**config.mk**
```make
export PLATFORM = sky130hd
export DESIGN_NAME = mem_access_ctrl_flat
export DESIGN_NICKNAME = d
export VERILOG_FILES = /design/src/rtl/cpu_mem_pkg.sv /design/src/rtl/mem_access_ctrl_if.sv /design/src/rtl/mem_wait_counter.sv /design/src/rtl/mem_access_ctrl.sv /design/src/flat_wrapper.sv
export SDC_FILE = /design/constraint.sdc
export NUM_CORES = 1
export LEC_CHECK = 0
export ABC_CLOCK_PERIOD_IN_PS = 1500
export CAP_MARGIN = 20
export CORE_UTILIZATION = 50
export CTS_CLUSTER_SIZE = 16
export DETAILED_ROUTE_END_ITERATION = 7
export DONT_BUFFER_PORTS = 1
export PLACE_DENSITY_LB_ADDON = 0.3
export SLEW_MARGIN = 15
export SYNTH_ARGS = -nofsm -noshare
export SYNTH_HDL_FRONTEND = slang
export SYNTH_HIERARCHICAL = 1
export SYNTH_SLANG_ARGS = --single-unit
```
**constraint.sdc**
```tcl
create_clock -name clock -period 1.5 [get_ports clock]
set_input_delay 0.225 -clock clock [delete_from_list [all_inputs] [get_ports clock]]
set_output_delay 0.225 -clock clock [all_outputs]
set_load 0.1 [all_outputs]
```
**src/rtl/cpu_mem_pkg.sv**
```systemverilog
// rtl/cpu_mem_pkg.sv - shared widths, state encoding and strobe defaults for the MAR/MDR front end
package cpu_mem_pkg;

   localparam int ADDR_W        = 9;
   localparam int DATA_W        = 32;
   localparam int RD_CYCLES_DEF = 1;
   localparam int WR_CYCLES_DEF = 1;

   typedef enum logic [1:0] {
      IDLE = 2'd0,
      RD   = 2'd1,
      WR   = 2'd2,
      DONE = 2'd3
   } state_t;

   // Counter width able to hold max_cycles-1 while staying at least one bit wide
   function automatic int cnt_width(input int max_cycles);
      return (max_cycles < 2) ? 1 : $clog2(max_cycles + 1);
   endfunction

endpackage

```
**src/rtl/mem_access_ctrl_if.sv**
```systemverilog
// rtl/mem_access_ctrl_if.sv - CPU bus and RAM signal bundle for mem_access_ctrl
//  CPU side : bus_in, mar_ld, mdr_ld, rd_req, wr_req -> ctrl ; mdr_q, busy, done, proto_err <- ctrl
//  RAM side : ram_r, ram_w, ram_addr, ram_din <- ctrl ; ram_dout -> ctrl
//  slave  modport : the controller
//  master modport : the datapath/control unit plus RAM
interface mem_access_ctrl_if;
   import cpu_mem_pkg::*;

   logic [DATA_W-1:0] bus_in;
   logic              mar_ld;
   logic              mdr_ld;
   logic              rd_req;
   logic              wr_req;
   logic [DATA_W-1:0] mdr_q;
   logic              busy;
   logic              done;
   logic              proto_err;
   logic              ram_r;
   logic              ram_w;
   logic [ADDR_W-1:0] ram_addr;
   logic [DATA_W-1:0] ram_din;
   logic [DATA_W-1:0] ram_dout;

   modport slave (
      input  bus_in, mar_ld, mdr_ld, rd_req, wr_req, ram_dout,
      output mdr_q, busy, done, proto_err, ram_r, ram_w, ram_addr, ram_din
   );

   modport master (
      output bus_in, mar_ld, mdr_ld, rd_req, wr_req, ram_dout,
      input  mdr_q, busy, done, proto_err, ram_r, ram_w, ram_addr, ram_din
   );

endinterface

```
**src/rtl/mem_wait_counter.sv**
```systemverilog
// rtl/mem_wait_counter.sv - loadable down-counter timing how long a RAM strobe is held
//  clock, clear_n : clock and asynchronous active-low reset
//  i_load/i_load_val : load the count (has priority over decrement)
//  i_dec          : decrement, saturating at zero
//  o_zero         : count is zero
module mem_wait_counter #(
   parameter int CNT_W = 1
) (
   input  logic             clock,
   input  logic             clear_n,
   input  logic             i_load,
   input  logic [CNT_W-1:0] i_load_val,
   input  logic             i_dec,
   output logic             o_zero
);

   logic [CNT_W-1:0] r_cnt;

   always_ff @(posedge clock or negedge clear_n) begin
      if (!clear_n) begin
         r_cnt <= '0;
      end else if (i_load) begin
         r_cnt <= i_load_val;
      end else if (i_dec && (r_cnt != '0)) begin
         r_cnt <= r_cnt - 1'b1;
      end
   end

   assign o_zero = (r_cnt == '0);

endmodule

```
**src/rtl/mem_access_ctrl.sv**
```systemverilog
// rtl/mem_access_ctrl.sv - MAR/MDR front end running single read/write transactions on the RAM
//  clock, clear_n : clock and asynchronous active-low reset
//  bus (slave)    : CPU bus loads/requests, MDR/status back to CPU, RAM strobes/addr/data
//  RD_CYCLES / WR_CYCLES : cycles the read / write strobe is held (>=1)
module mem_access_ctrl
   import cpu_mem_pkg::*;
#(
   parameter int RD_CYCLES = RD_CYCLES_DEF,
   parameter int WR_CYCLES = WR_CYCLES_DEF
) (
   input  logic              clock,
   input  logic              clear_n,
   mem_access_ctrl_if.slave  bus
);

   localparam int MAX_CYC = (RD_CYCLES > WR_CYCLES) ? RD_CYCLES : WR_CYCLES;
   localparam int CNT_W   = cnt_width(MAX_CYC);
   localparam logic [CNT_W-1:0] RD_LOAD = CNT_W'(RD_CYCLES - 1);
   localparam logic [CNT_W-1:0] WR_LOAD = CNT_W'(WR_CYCLES - 1);

   state_t            r_state;
   state_t            w_state_nxt;
   logic [ADDR_W-1:0] r_mar;
   logic [DATA_W-1:0] r_mdr;
   logic              r_ram_r;
   logic              r_ram_w;
   logic              r_proto_err;

   logic              w_ram_r_nxt;
   logic              w_ram_w_nxt;
   logic              w_proto_err_nxt;
   logic              w_cnt_load;
   logic [CNT_W-1:0]  w_cnt_load_val;
   logic              w_cnt_dec;
   logic              w_cnt_zero;
   logic              w_mdr_cap;
   logic              w_idle;

   assign w_idle = (r_state == IDLE);

   mem_wait_counter #(
      .CNT_W (CNT_W)
   ) u_wait (
      .clock      (clock),
      .clear_n    (clear_n),
      .i_load     (w_cnt_load),
      .i_load_val (w_cnt_load_val),
      .i_dec      (w_cnt_dec),
      .o_zero     (w_cnt_zero)
   );

   always_comb begin
      w_state_nxt     = r_state;
      w_ram_r_nxt     = r_ram_r;
      w_ram_w_nxt     = r_ram_w;
      w_proto_err_nxt = 1'b0;
      w_cnt_load      = 1'b0;
      w_cnt_load_val  = RD_LOAD;
      w_cnt_dec       = 1'b0;
      w_mdr_cap       = 1'b0;
      case (r_state)
         IDLE: begin
            // Read wins a simultaneous request; the write is dropped and flagged
            if (bus.rd_req) begin
               w_state_nxt     = RD;
               w_ram_r_nxt     = 1'b1;
               w_cnt_load      = 1'b1;
               w_cnt_load_val  = RD_LOAD;
               w_proto_err_nxt = bus.wr_req;
            end else if (bus.wr_req) begin
               w_state_nxt    = WR;
               w_ram_w_nxt    = 1'b1;
               w_cnt_load     = 1'b1;
               w_cnt_load_val = WR_LOAD;
            end
         end
         RD: begin
            w_proto_err_nxt = bus.rd_req | bus.wr_req;
            if (w_cnt_zero) begin
               w_mdr_cap   = 1'b1;
               w_ram_r_nxt = 1'b0;
               w_state_nxt = DONE;
            end else begin
               w_cnt_dec = 1'b1;
            end
         end
         WR: begin
            w_proto_err_nxt = bus.rd_req | bus.wr_req;
            if (w_cnt_zero) begin
               w_ram_w_nxt = 1'b0;
               w_state_nxt = DONE;
            end else begin
               w_cnt_dec = 1'b1;
            end
         end
         DONE: begin
            w_proto_err_nxt = bus.rd_req | bus.wr_req;
            w_state_nxt     = IDLE;
         end
         default: begin
            w_ram_r_nxt = 1'b0;
            w_ram_w_nxt = 1'b0;
            w_state_nxt = IDLE;
         end
      endcase
   end

   always_ff @(posedge clock or negedge clear_n) begin
      if (!clear_n) begin
         r_state     <= IDLE;
         r_ram_r     <= 1'b0;
         r_ram_w     <= 1'b0;
         r_proto_err <= 1'b0;
      end else begin
         r_state     <= w_state_nxt;
         r_ram_r     <= w_ram_r_nxt;
         r_ram_w     <= w_ram_w_nxt;
         r_proto_err <= w_proto_err_nxt;
      end
   end

   // MAR/MDR only load in IDLE so the RAM sees stable addr/din for the whole strobe
   always_ff @(posedge clock or negedge clear_n) begin
      if (!clear_n) begin
         r_mar <= '0;
      end else if (w_idle && bus.mar_ld) begin
         r_mar <= bus.bus_in[ADDR_W-1:0];
      end
   end

   always_ff @(posedge clock or negedge clear_n) begin
      if (!clear_n) begin
         r_mdr <= '0;
      end else if (w_mdr_cap) begin
         r_mdr <= bus.ram_dout;
      end else if (w_idle && bus.mdr_ld) begin
         r_mdr <= bus.bus_in;
      end
   end

   assign bus.mdr_q     = r_mdr;
   assign bus.busy      = !w_idle;
   assign bus.done      = (r_state == DONE);
   assign bus.proto_err = r_proto_err;
   assign bus.ram_r     = r_ram_r;
   assign bus.ram_w     = r_ram_w;
   assign bus.ram_addr  = r_mar;
   assign bus.ram_din   = r_mdr;

endmodule
```
**src/flat_wrapper.sv**
```systemverilog
// flat-port wrapper written by rule: the top's interface ports become plain ports
module mem_access_ctrl_flat import cpu_mem_pkg::*;
#(
   parameter int RD_CYCLES = RD_CYCLES_DEF,
   parameter int WR_CYCLES = WR_CYCLES_DEF
)
  (clock, clear_n, bus_bus_in, bus_mar_ld, bus_mdr_ld, bus_rd_req, bus_wr_req, bus_ram_dout, bus_mdr_q, bus_busy, bus_done, bus_proto_err, bus_ram_r, bus_ram_w, bus_ram_addr, bus_ram_din);
  mem_access_ctrl_if bus_i ();
  input  logic clock;
  input  logic clear_n;
  input wire logic [$bits(bus_i.bus_in)-1:0] bus_bus_in;
  input wire logic [$bits(bus_i.mar_ld)-1:0] bus_mar_ld;
  input wire logic [$bits(bus_i.mdr_ld)-1:0] bus_mdr_ld;
  input wire logic [$bits(bus_i.rd_req)-1:0] bus_rd_req;
  input wire logic [$bits(bus_i.wr_req)-1:0] bus_wr_req;
  input wire logic [$bits(bus_i.ram_dout)-1:0] bus_ram_dout;
  output wire logic [$bits(bus_i.mdr_q)-1:0] bus_mdr_q;
  output wire logic [$bits(bus_i.busy)-1:0] bus_busy;
  output wire logic [$bits(bus_i.done)-1:0] bus_done;
  output wire logic [$bits(bus_i.proto_err)-1:0] bus_proto_err;
  output wire logic [$bits(bus_i.ram_r)-1:0] bus_ram_r;
  output wire logic [$bits(bus_i.ram_w)-1:0] bus_ram_w;
  output wire logic [$bits(bus_i.ram_addr)-1:0] bus_ram_addr;
  output wire logic [$bits(bus_i.ram_din)-1:0] bus_ram_din;
  assign bus_i.bus_in = bus_bus_in;
  assign bus_i.mar_ld = bus_mar_ld;
  assign bus_i.mdr_ld = bus_mdr_ld;
  assign bus_i.rd_req = bus_rd_req;
  assign bus_i.wr_req = bus_wr_req;
  assign bus_i.ram_dout = bus_ram_dout;
  assign bus_mdr_q = bus_i.mdr_q;
  assign bus_busy = bus_i.busy;
  assign bus_done = bus_i.done;
  assign bus_proto_err = bus_i.proto_err;
  assign bus_ram_r = bus_i.ram_r;
  assign bus_ram_w = bus_i.ram_w;
  assign bus_ram_addr = bus_i.ram_addr;
  assign bus_ram_din = bus_i.ram_din;
  mem_access_ctrl #(.RD_CYCLES(RD_CYCLES), .WR_CYCLES(WR_CYCLES)) u_core (.clock(clock), .clear_n(clear_n), .bus(bus_i));
endmodule
```
==> out/qor.yml <==
status:
  status: "finished with violations"
  violations: "negative setup slack"
setup_path:
  cp.required_ns: 1.27
  path_class: "flip-flop to primary output"
  crit_path_start_kind: "flip-flop"
  reg2reg_depth: 6
  r2r_slack_ns: 0
  cp_data_arrival_time_ns: 1.31
  endpoint_kind: "primary output"
  cp_max_fo: 4
  critPathLaunch: "u_core/r_state[0]"
  worstReg2RegEnd: "u_core/bus.mdr_q[7]"
  rr_startpoint: "u_core/r_state[1]"
yosys:
  avgSynthCellArea_um2: 10.6
  synth_area_leaders: "dfrtp_1, mux2i_1, buf_4, o21ai_1, nand2_1"
  synth.most_common_cell: "dfrtp_1"
  synth_edf_count: 0
  synth_top_area_cell: "dfrtp_1"
  syn_inst: 232
  ys_seq_area_share_pct: 47.8
  synth_async_sr_flop_share_pct: 100
  synth_nets: 308
  ys_warn_count: 6
  netlist.area_leader.share_pct: 47.8
  synth-seq-cells: 47
  syn-cell-area_um2: 2460
  synthTopCellsByCount: "dfrtp_1, nand2_1, mux2i_1"
  synth_cell_types: 26
  synth-main-ff-cell: "dfrtp_1"
cts:
  cts.sinks: 47
  cts_tree: "yes"
  ctsRootBufferMaster: "clkbuf_8"
  htreeDepth: 2
  max-clock-path-buffers: 2
  cts.clk_slew.worst_paths_ns: 0.08
  cts_buffers: 5
  worstSkewPairLatency_ns: 0.29
floorplanning:
  row_count: 25
  core_um2: 4720
  fp.dieArea_um2: 5210
  die_y_um: 72.2
  ios: 148
  die_w_um: 72.2
  initial_utilization_pct: 52.1
global_route:
  grt_use_total_pct: 21.3
  grt_max_degree: 48
  grt.busiest_layer: "met2"
  grtUsageMet2_pct: 39.0
  grt_pass1_wl_um: 8380
  use_met3_pct: 5.28
  grt_use_met1_pct: 24.5
  grt-ovfl-total: 0
  antenna_found_initial: 0
  grt_pass1_vias: 1796
hold_path:
  hold_class: "input port to flip-flop"
  hold_end: "u_core/bus.proto_err"
  min_path_cells: 2
  worstHoldStart: "bus_rd_req"
sta:
  hold_viol_final: 0
  final_max_slew_viol_count: 0
  rsz0062_at_grt: "true"
  finalClockSkew_ns: 0.00430
  fin_crit_sh_pct: 102
  finalCriticalPeriod_ns: 1.53
  timing.fmax_mhz: 652
  setup_slack_ns: -0.0328
  setup_viol: 2
job:
  max_cap_violations: 0
routing:
  wl_um: 5970
  ant_nets: 0
  drc: 0
  vias: 1783
  via_per_inst: 5.37
  avgRoutedWirePerCell_um: 18.0
  dr.pass1.iters: 4
  drt_iter0_drc: 66
placement:
  dp.cells: 313
  place_hpwl_um: 4140
  routabilityCongestion: 0.701
  portBuffers: 0
layout:
  nFillCells: 305
  layout-drive-gt1-share_pct: 48.3
  final_cells: 332
  finalNetCount: 341
  antenna_cells: 0
  area_delta_synth_final_pct: 40.6
==> worst max-delay path: stages (launching register included) <==
cell,delay (ns)
dfrtp_2,0.46
inv_4,0.09
ha_4,0.17
clkinvlp_4,0.12
buf_12,0.18
==> worst max path at each step <==
stage	to	slack [ns]	cells past startpoint
global placement	u_core/bus.mdr_q[25]	0.08	6
floorplan	u_core/u_wait/r_cnt	-0.04	5
detailed placement	u_core/r_state[0]	-0.10	5
CTS	bus_busy	-0.03	4
global route	bus_busy	-0.07	4
finish	bus_busy	-0.03	4
==> flip-flops by register name (all words and copies together), names as in the netlist <==
signal                cells
u_core/bus.ram_w          1
u_core/bus.ram_addr       9
u_core/bus.ram_r          1
u_core/bus.mdr_q         32
u_core/bus.proto_err      1
u_core/r_state            2
u_core/u_wait/r_cnt       1
==> final cells by class <==
type	count	area, um2	share of cell area, %
timing repair buffer	67	1030	29.8
inverter	6	28.8	0.832
multi-input combinational	138	996	28.8
tap	67	83.8	2.42
clock inverter	1	30.0	0.868
sequential	47	1220	35.2
clock buffer	6	72.6	2.10
==> repair_timing <==
item / 4_1_cts / 5_1_grt
pin swaps: 1 / 2
gates resized for setup: 6 / 7
hold buffers: 2 / 0
endpoints found under the hold margin: 47 / 0
cloned: 0 / 3
setup endpoints to repair: 12 / 33
setup buffers: 5 / 2
==> metrics by stage <==
stage                     cell area (um2)  setup slack (ns)  setup TNS (ns)  hold WS [ns]  utilization [%]
final                                3460           -0.0328         -0.0342        0.0698             73.3
after global placement               3140            0.0837               0       -0.0697             66.5
after global routing                 3460           -0.0665          -0.884        0.0626             73.3
after detailed placement             3140            -0.102          -0.230       -0.0699             66.5
after floorplan                      2520           -0.0446         -0.0446       -0.0706                -
after CTS                            3340           -0.0287         -0.0496        0.0512             70.7
==> cell usage in the layout (no fill, tap or decap), types with 2 or more instances in the layout <==
cell	instances
ha_1	4
nor2_1	2
buf_12	36
clkbuf_16	3
buf_4	25
inv_2	2
nand2_1	37
clkbuf_8	5
mux2_2	9
inv_1	2
dfrtp_2	33
o21ai_1	28
mux2i_1	34
nor2b_1	2
o21ai_0	5
dfrtp_1	14
==> routing by layer <==
metal	vias up	part of all wire [%]
li1	821	-
met1	875	39
met2	78	55
met3	9	5.5
met4	0	0.80
met5	-	0
==> cells by family (layout without fill, tap and decap cells) <==
kind of cell               after synthesis  in the layout  share of synthesized area [%]
adders and majority gates                6              6                           3.05
and+or+nand+nor                         45             45                           7.52
DFF                                     47             47                           47.8
buffers and inverters                   47             80                           13.2
other                                    1              1                          0.152
muxes                                   44             44                           18.4
AOI/OAI and AO/OA                       42             42                           9.91
Power is not shown: default switching activity piles up to over one toggle a cycle in this logic, so the estimate is an artifact.
